<file path="config.mk">
export PLATFORM = sky130hd
export DESIGN_NAME = pin_entry_collector_flat
export DESIGN_NICKNAME = d
export VERILOG_FILES = /design/src/rtl/parking_pkg.sv /design/src/rtl/pin_entry_collector_if.sv /design/src/rtl/entry_timer.sv /design/src/rtl/pin_entry_collector.sv /design/src/flat_wrapper.sv
export SDC_FILE = /design/constraint.sdc
export NUM_CORES = 1
export LEC_CHECK = 0
export CAP_MARGIN = 20
export CORE_UTILIZATION = 45
export CTS_CLUSTER_DIAMETER = 100
export CTS_CLUSTER_SIZE = 25
export DETAILED_ROUTE_END_ITERATION = 8
export PLACE_DENSITY_LB_ADDON = 0.1
export SYNTH_ARGS = -nofsm -noshare
export SYNTH_HDL_FRONTEND = slang
export SYNTH_SLANG_ARGS = --single-unit
</file>
<file path="constraint.sdc">
create_clock -name clk -period 4.1 [get_ports clk]
set_clock_uncertainty 0.15 [all_clocks]
set_input_delay 0.615 -clock clk [delete_from_list [all_inputs] [get_ports clk]]
set_output_delay 0.615 -clock clk [all_outputs]
set_load 0.02 [all_outputs]
</file>
<file path="src/rtl/parking_pkg.sv">
// Shared parking-gate definitions: FSM state encoding, BCD digit constants and PIN width helper.
// Also imported by the gate controller, so keep it free of block-specific details.
package parking_pkg;

  localparam int BCD_W = 4;
  localparam logic [BCD_W-1:0] BCD_MAX = 4'd9;

  typedef enum logic [1:0] {
    IDLE    = 2'd0,
    COLLECT = 2'd1,
    PRESENT = 2'd2
  } state_e;

  function automatic int pin_width(input int digits);
    return digits * BCD_W;
  endfunction

endpackage

</file>
<file path="src/rtl/pin_entry_collector_if.sv">
// Keypad/controller bundle for the PIN collector; master = keypad + gate controller side,
// slave = collector. Pass width follows DIGITS.
interface pin_entry_collector_if
  import parking_pkg::*;
#(
  parameter int DIGITS = 2
);

  localparam int W = pin_width(DIGITS);

  logic             sensorA;
  logic             key_valid;
  logic [BCD_W-1:0] key_code;
  logic             key_enter;
  logic             key_clear;
  logic             pass_ack;
  logic [W-1:0]     pass;
  logic             pass_valid;
  logic             key_err;
  logic             timeout;

  modport master (
    output sensorA, key_valid, key_code, key_enter, key_clear, pass_ack,
    input  pass, pass_valid, key_err, timeout
  );

  modport slave (
    input  sensorA, key_valid, key_code, key_enter, key_clear, pass_ack,
    output pass, pass_valid, key_err, timeout
  );

endinterface

</file>
<file path="src/rtl/entry_timer.sv">
// Idle-cycle counter for PIN entry: expires combinationally on its last count unless cleared that cycle.
// Built only with ENTRY_TIMEOUT_EN; 1-cycle clear-to-zero, no backpressure.
`ifdef ENTRY_TIMEOUT_EN
module entry_timer #(
  parameter int LIMIT = 25
) (
  input  logic clk,
  input  logic reset,
  input  logic en_i,
  input  logic clr_i,
  output logic expire_o
);

  localparam int TW = (LIMIT > 1) ? $clog2(LIMIT) : 1;
  localparam logic [TW-1:0] LAST = TW'(LIMIT - 1);

  logic [TW-1:0] cnt_q, cnt_d;

  assign expire_o = en_i && !clr_i && (cnt_q == LAST);

  // Held at zero whenever counting is disabled, so each COLLECT visit starts fresh.
  always_comb begin
    cnt_d = cnt_q + 1'b1;
    if (!en_i || clr_i || expire_o) begin
      cnt_d = '0;
    end
  end

  always_ff @(posedge clk) begin
    if (reset) begin
      cnt_q <= '0;
    end else begin
      cnt_q <= cnt_d;
    end
  end

endmodule
`endif

</file>
<file path="src/rtl/pin_entry_collector.sv">
// Keypad PIN collector: gathers BCD digits while a vehicle is present, presents the PIN until acked.
// All outputs registered, 1-cycle enter->valid and ack->clear; optional idle timeout via ENTRY_TIMEOUT_EN.
module pin_entry_collector
  import parking_pkg::*;
#(
  parameter int DIGITS = 2
`ifdef ENTRY_TIMEOUT_EN
  ,
  parameter int TIMEOUT_CYCLES = 25
`endif
) (
  input logic                  clk,
  input logic                  reset,
  pin_entry_collector_if.slave bus
);

  localparam int W  = pin_width(DIGITS);
  localparam int CW = $clog2(DIGITS + 1);
  localparam logic [CW-1:0] FULL = CW'(DIGITS);

  localparam logic [1:0] S_IDLE    = IDLE;
  localparam logic [1:0] S_COLLECT = COLLECT;
  localparam logic [1:0] S_PRESENT = PRESENT;

  logic [1:0]    state_q, state_d;
  logic [W-1:0]  buf_q, buf_d;
  logic [CW-1:0] cnt_q, cnt_d;
  logic [W-1:0]  pass_q, pass_d;
  logic          pass_vld_q, pass_vld_d;
  logic          key_err_q, key_err_d;

`ifdef ENTRY_TIMEOUT_EN
  logic timeout_q, timeout_d;
  logic strobe;
  logic tmr_expire;

  assign strobe = bus.key_valid || bus.key_enter || bus.key_clear;

  entry_timer #(
    .LIMIT (TIMEOUT_CYCLES)
  ) u_entry_timer (
    .clk      (clk),
    .reset    (reset),
    .en_i     (state_q == S_COLLECT),
    .clr_i    (strobe),
    .expire_o (tmr_expire)
  );
`endif

  always_comb begin
    state_d    = state_q;
    buf_d      = buf_q;
    cnt_d      = cnt_q;
    pass_d     = pass_q;
    pass_vld_d = pass_vld_q;
    key_err_d  = 1'b0;
`ifdef ENTRY_TIMEOUT_EN
    timeout_d  = 1'b0;
`endif

    case (state_q)
      S_IDLE: begin
        if (bus.sensorA) begin
          state_d = S_COLLECT;
          buf_d   = '0;
          cnt_d   = '0;
        end
      end

      // Event priority: vehicle leaves, clear, enter, digit, then timer.
      S_COLLECT: begin
        if (!bus.sensorA) begin
          state_d = S_IDLE;
          buf_d   = '0;
          cnt_d   = '0;
        end else if (bus.key_clear) begin
          buf_d = '0;
          cnt_d = '0;
        end else if (bus.key_enter) begin
          if (cnt_q == FULL) begin
            state_d    = S_PRESENT;
            pass_d     = buf_q;
            pass_vld_d = 1'b1;
          end else begin
            key_err_d = 1'b1;
          end
        end else if (bus.key_valid) begin
          if ((bus.key_code <= BCD_MAX) && (cnt_q < FULL)) begin
            buf_d = (buf_q << BCD_W) | W'(bus.key_code);
            cnt_d = cnt_q + 1'b1;
          end else begin
            key_err_d = 1'b1;
          end
        end
`ifdef ENTRY_TIMEOUT_EN
        else if (tmr_expire) begin
          buf_d     = '0;
          cnt_d     = '0;
          timeout_d = 1'b1;
        end
`endif
      end

      S_PRESENT: begin
        if (bus.pass_ack || !bus.sensorA) begin
          state_d    = bus.sensorA ? S_COLLECT : S_IDLE;
          pass_d     = '0;
          pass_vld_d = 1'b0;
          buf_d      = '0;
          cnt_d      = '0;
        end
      end

      default: begin
        state_d    = S_IDLE;
        buf_d      = '0;
        cnt_d      = '0;
        pass_d     = '0;
        pass_vld_d = 1'b0;
      end
    endcase
  end

  always_ff @(posedge clk) begin
    if (reset) begin
      state_q    <= S_IDLE;
      buf_q      <= '0;
      cnt_q      <= '0;
      pass_q     <= '0;
      pass_vld_q <= 1'b0;
      key_err_q  <= 1'b0;
    end else begin
      state_q    <= state_d;
      buf_q      <= buf_d;
      cnt_q      <= cnt_d;
      pass_q     <= pass_d;
      pass_vld_q <= pass_vld_d;
      key_err_q  <= key_err_d;
    end
  end

`ifdef ENTRY_TIMEOUT_EN
  always_ff @(posedge clk) begin
    if (reset) begin
      timeout_q <= 1'b0;
    end else begin
      timeout_q <= timeout_d;
    end
  end

  assign bus.timeout = timeout_q;
`else
  assign bus.timeout = 1'b0;
`endif

  assign bus.pass       = pass_q;
  assign bus.pass_valid = pass_vld_q;
  assign bus.key_err    = key_err_q;

endmodule

</file>
<file path="src/flat_wrapper.sv">
// flat-port wrapper written by rule: the top's interface ports become plain ports
module pin_entry_collector_flat import parking_pkg::*;
#(
  parameter int DIGITS = 2

)
  (clk, reset, bus_sensorA, bus_key_valid, bus_key_code, bus_key_enter, bus_key_clear, bus_pass_ack, bus_pass, bus_pass_valid, bus_key_err, bus_timeout);
  pin_entry_collector_if #(.DIGITS(DIGITS)) bus_i ();
  input logic clk;
  input logic reset;
  input wire logic [$bits(bus_i.sensorA)-1:0] bus_sensorA;
  input wire logic [$bits(bus_i.key_valid)-1:0] bus_key_valid;
  input wire logic [$bits(bus_i.key_code)-1:0] bus_key_code;
  input wire logic [$bits(bus_i.key_enter)-1:0] bus_key_enter;
  input wire logic [$bits(bus_i.key_clear)-1:0] bus_key_clear;
  input wire logic [$bits(bus_i.pass_ack)-1:0] bus_pass_ack;
  output wire logic [$bits(bus_i.pass)-1:0] bus_pass;
  output wire logic [$bits(bus_i.pass_valid)-1:0] bus_pass_valid;
  output wire logic [$bits(bus_i.key_err)-1:0] bus_key_err;
  output wire logic [$bits(bus_i.timeout)-1:0] bus_timeout;
  assign bus_i.sensorA = bus_sensorA;
  assign bus_i.key_valid = bus_key_valid;
  assign bus_i.key_code = bus_key_code;
  assign bus_i.key_enter = bus_key_enter;
  assign bus_i.key_clear = bus_key_clear;
  assign bus_i.pass_ack = bus_pass_ack;
  assign bus_pass = bus_i.pass;
  assign bus_pass_valid = bus_i.pass_valid;
  assign bus_key_err = bus_i.key_err;
  assign bus_timeout = bus_i.timeout;
  pin_entry_collector #(.DIGITS(DIGITS)) u_core (.clk(clk), .reset(reset), .bus(bus_i));
endmodule
</file>
==> impl_metrics.toml, run 1 <==
[die]
coreArea_sq_um = 2300
rows = 17
start_util = 0.495
io_pins = 22
dieArea_sq_um = 2730
fp.dieH_microns = 52.2
die_x_microns = 52.2

[pwr]
ir_drop_mv = 0.251
leakage_nw = 0.526
powerDensity_nw_per_um2 = 272

[drt]
drtIter0Drc = 17
ant_nets = 0
drtPass1Iterations = 4
via_per_inst = 5.54
drcViolationCount = 0
drt-total-wl_microns = 2240
wl_per_cell_microns = 12.3
routed-via-count = 1008

[sta]
slew_violations = 0
slew_headroom = 0.315
finalSetupViolCount = 0
fin_crit_sh = 0.624
worst_slew_pin_slew_ns = 1.03
rsz0062_at_grt = "no"
hold_viol_final = 0
finalCriticalPeriod_ns = 2.56
tns_ns = 0
max_freq_mhz = 391
setup_slack_ns = 1.54

[yosys]
synth_seq_area_share = 0.388
synth_cell_types = 36
ys_ff_latch = 22
syn_area_sq_um = 1140
syn_nets = 150
postSynthAreaPerCell_sq_um = 8.23
syn_inst = 138
yosys_warnings = 0

[worst_setup_path]
arrival_ns = 2.65
cp_cell_sequence = "clkdlybuf4s50_1 -> or3b_1 -> a22oi_1 -> mux2i_1"
critical_path.max_stage_delay_ns = 0.82
crit_fanout = 8
crit_slowest_cell = "a22oi_1"
crit_required_ns = 4.19
path_class = "in2reg"
startpoint_type = "primary input"
end_kind = "register"

[clock_tree]
cts_buffers = 3
clkLatencyLatePin_ns = 0.31
path_clk_slew_ns = 0.12
cts_setup_buffers = 0
cts_hold_buf = 0
htree_num_levels = 1
cts_tree = "built"
clockRootBuffer = "clkbuf_4"
cts_sinks = 22
cts_resized = 0
clk_path_buf_depth = 2

[place]
io_buffers = 20
dpl.hpwl_microns = 1530
pre_cts_slack_ns = 1.23
place.gp.congestion = 0.704

[final_layout]
nets = 167
final_cell_mix = "nand2_1, dfxtp_1, clkdlybuf4s50_1, nor2b_1"
fillers = 213
layout_commonest_cell = "nand2_1"
insertedDiodeCount = 0
drive_gt1_frac = 0.0584
syn2layout_area_growth_pct = 20.9

[min_path]
hold_path_class = "reg2reg"

[global_routing]
gr-total-overflow = 0
grt_pass1_vias = 854
grt_pass1_wl_microns = 3820
grt_max_degree = 23
grt_use_total = 0.190
antenna_found_initial = 0

[run_status]
run_status = "finished, final reports clean"

[flow_run]
cap_violations = 0
==> synthesized netlist by cell type (all sizes together) <==
master,count,area (sq um)
nand2,31,116
dfxtp,22,440
nor2b,14,87.6
nand4,9,56.3
o221ai,9,78.8
mux2i,8,80.1
buf,6,36.3
clkbuf,5,20.0
inv,5,18.8
a21oi,3,15.0
nor2,3,11.3
and3,2,12.5
nand3,2,10.0
a21bo,1,10.0
a22oi,1,7.51
and2,1,6.26
and4b,1,10.0
and4bb,1,12.5
clkinv,1,3.75
conb,1,3.75
ha,1,12.5
mux2,1,11.3
nand2b,1,6.26
nand4b,1,8.76
nor3,1,5.00
nor3b,1,7.51
nor4bb,1,10.0
o211a,1,10.0
o21ai,1,5.00
o22ai,1,6.26
o31ai,1,7.51
or3b,1,8.76
==> state kept, by name (all words and copies together), names as in the netlist <==
signal and flops:
u_core.state_q 2, u_core.bus.pass 8, u_core.bus.key_err 1, u_core.bus.pass_valid 1
u_core.cnt_q 2, u_core.buf_q 8
==> worst max-delay path: cells and delay by family <==
family / cells / cell delay [ns]
AO/OA/AOI/OAI: 1 / 0.82
AND/OR/NAND/NOR: 1 / 0.39
buffers and inverters: 1 / 0.55
multiplexers: 1 / 0.27
==> routing by layer <==
| layer | up-vias | track usage | share of wire | wire length, microns |
|---|---|---|---|---|
| li1 | 515 | - | - | - |
| met1 | 470 | 0.255 | 0.50 | 1130 |
| met2 | 21 | 0.291 | 0.45 | 1010 |
| met3 | 2 | 0.0609 | 0.035 | 79 |
| met4 | 0 | 0.0526 | 0.0076 | 17 |
| met5 | - | 0 | 0 | 0 |
==> final timing paths <==
| path | startpoint | to | slack, ns | depth (start not counted) |
|---|---|---|---|---|
| worst max-delay path | bus_sensorA | u_core.bus.pass[6] | 1.54 | 4 |
| worst min-delay path | u_core.bus.pass[2] | u_core.bus.pass[2] | 0.32 | 2 |
| worst max register to register | u_core.cnt_q[0] | u_core.bus.pass[6] | 1.93 | 5 |
| worst min register to register | u_core.bus.pass[2] | u_core.bus.pass[2] | 0.32 | 2 |
==> stage by stage <==
stage / utilization / power (mW) / hold WS [ns] / cell area, sq um / instances
after floorplan: - / 0.239 / 0.324 / 1140 / 138
after global placement: 0.582 / 0.256 / 0.295 / 1340 / 178
after detailed placement: 0.582 / 0.256 / 0.302 / 1340 / 178
after CTS: 0.598 / 0.376 / 0.320 / 1370 / 182
after global routing: 0.598 / 0.392 / 0.352 / 1370 / 182
final: 0.598 / 0.373 / 0.320 / 1370 / 182
==> report_power, final <==
part | total, mW | internal [mW] | switching, mW | leakage [nW]
logic | 0.0358 | 0.0154 | 0.0204 | 0.328
clock network | 0.122 | 0.0542 | 0.0678 | 0.0210
registers | 0.216 | 0.215 | 0.000978 | 0.177
total | 0.373 | 0.284 | 0.0892 | 0.526
==> kinds of logic after synthesis <==
family | after synthesis | synth area share
AO/OA/AOI/OAI | 18 | 0.123
adder cells (fa/ha/maj) | 1 | 0.0110
AND/OR/NAND/NOR | 70 | 0.325
flip-flops | 22 | 0.388
multiplexers | 9 | 0.0804
other | 1 | 0.00330
buffers and inverters | 17 | 0.0694
==> layout make-up <==
| cell class | instances | area (sq um) | area share |
|---|---|---|---|
| clock buffer | 4 | 36.3 | 0.0264 |
| inverter | 6 | 22.5 | 0.0164 |
| sequential | 22 | 440 | 0.321 |
| timing repair buffer | 23 | 223 | 0.162 |
| multi-input combinational | 99 | 617 | 0.449 |
| tap | 28 | 35.0 | 0.0255 |
No activity file was read; power rests on OpenSTA's default activity.
==> run 2: changes to the inputs <==
==> constraint.sdc (replaced) <==
create_clock -name clk -period 2.7 [get_ports clk]
set_clock_uncertainty 0.15 [all_clocks]
set_input_delay 0.405 -clock clk [delete_from_list [all_inputs] [get_ports clk]]
set_output_delay 0.405 -clock clk [all_outputs]
set_load 0.02 [all_outputs]
==> impl_metrics.toml, run 2 (synthesis gave the netlist of run 1 again) <==
[run_status]
run_status = "finished, final reports clean"

[worst_setup_path]
arrival_ns = 1.27
cp_top_family = "buffers and inverters"
cp_cell_sequence = "clkdlybuf4s50_1"
reg2regPathDepth = 6
worstSetupPathDepth = 1
path_class = "reg2out"
ff2ff_setup_slack_ns = 1.03
startpoint_type = "register"
crit_slowest_cell = "clkdlybuf4s50_1"
crit_required_ns = 2.14
cp_num_buf_inv = 1
r2r_end = "u_core.bus.pass[6]"
critical_path.max_stage_delay_ns = 0.60
reg2reg_from = "u_core.cnt_q[0]"
crit_fanout = 2
end_kind = "output port"

[clock_tree]
clk_path_buf_depth = 2
cts_sinks = 22
cts_setup_buffers = 0
clkLatencyLatePin_ns = 0.31
cts_tree = "built"
cts_resized = 0
path_clk_slew_ns = 0.12
htree_num_levels = 1
cts_buffers = 3
clockRootBuffer = "clkbuf_4"
cts_hold_buf = 0

[final_layout]
final-seq-area_sq_um = 440
post-route-cell-area_sq_um = 1390
insertedDiodeCount = 0
layout_commonest_cell = "nand2_1"
syn2layout_area_growth_pct = 22.2
fillers = 216
multi_input_area_sq_um = 617
drive_gt1_frac = 0.0705
final_cell_mix = "nand2_1, dfxtp_1, clkdlybuf4s50_1, nor2b_1"
nets = 169

[global_routing]
antenna_found_initial = 0
grt_max_degree = 23
grt_use_total = 0.195
gr-total-overflow = 0
grt_pass1_vias = 857
grt_pass1_wl_microns = 3820

[die]
fp.dieH_microns = 52.2
coreArea_sq_um = 2300
io_pins = 22
dieArea_sq_um = 2730
rows = 17
die_x_microns = 52.2
start_util = 0.495

[flow_run]
cap_violations = 0

[min_path]
min_from = "u_core.bus.pass[4]"
hold_path_class = "reg2reg"
hold_end = "u_core.bus.pass[4]"
hold_depth = 2

[sta]
rsz0062_at_grt = "no"
tns_ns = 0
fin_crit_sh = 0.677
setup_slack_ns = 0.871
finalSetupViolCount = 0
slew_headroom = 0.575
hold_viol_final = 0
max_freq_mhz = 547
worst_slew_pin_slew_ns = 0.635
slew_violations = 0
finalCriticalPeriod_ns = 1.83

[pwr]
finalPower_mw = 0.568
leakage_nw = 0.536
powerDensity_nw_per_um2 = 409
ir_drop_mv = 0.343

[place]
dpl.hpwl_microns = 1510
io_buffers = 20
place.gp.congestion = 0.696
pre_cts_slack_ns = 0.541
dpl_cell_area_sq_um = 1350

[drt]
drtIter0Drc = 22
drtPass1Iterations = 4
highest_layer = "met4"
drcViolationCount = 0
drt-total-wl_microns = 2190
wl_per_cell_microns = 11.9
wl_met1_microns = 1070
ant_nets = 0
via_per_inst = 5.45
dr_wl_met2_microns = 1020
wl_met3_microns = 74
routed-via-count = 1003
==> run 2: worst max path at each step <==
| stage | startpoint | end | slack [ns] |
|---|---|---|---|
| 2_1_floorplan | bus_pass_ack | u_core.bus.pass[0] | 1.17 |
| 3_3_place_gp | bus_sensorA | u_core.bus.pass[3] | 0.57 |
| 3_5_place_dp | bus_sensorA | u_core.bus.pass[3] | 0.54 |
| 4_1_cts | u_core.bus.pass[1] | bus_pass[1] | 0.86 |
| 5_1_grt | bus_sensorA | u_core.bus.pass[6] | 0.78 |
| 6_report | u_core.bus.pass[1] | bus_pass[1] | 0.87 |
==> run 2: layer usage <==
metal | vias to the layer above | GRT usage
met1 | 464 | 0.237
met3 | 5 | 0.0522
met2 | 16 | 0.325
li1 | 518 | -
met5 | - | 0
met4 | 0 | 0.0789
==> run 2: cell type report <==
class / count / share of cell area
clock buffers: 4 / 0.0261
inverters: 6 / 0.0162
multi-input cells: 99 / 0.444
flip-flops and latches: 22 / 0.317
well taps: 28 / 0.0252
repair buffers: 25 / 0.171
==> run 2: where the power goes <==
group | switching (mW) | internal [mW]
Clock | 0.104 | 0.0825
Combinational | 0.0310 | 0.0238
Sequential | 0.00151 | 0.326
==> run 2: worst register-to-register path, stage by stage, from the launching register on <==
cell	delay (ns)
dfxtp_1	0.40
inv_1	0.06
ha_1	0.23
and4b_1	0.23
a22oi_1	0.14
buf_4	0.21
mux2i_1	0.19
==> run 2: metrics by stage <==
step / util / hold WS, ns / cells
4_1_cts: 0.605 / 0.320 / 184
2_1_floorplan: - / 0.324 / 138
3_3_place_gp: 0.589 / 0.295 / 180
6_report: 0.605 / 0.316 / 184
3_5_place_dp: 0.589 / 0.302 / 180
5_1_grt: 0.605 / 0.346 / 184
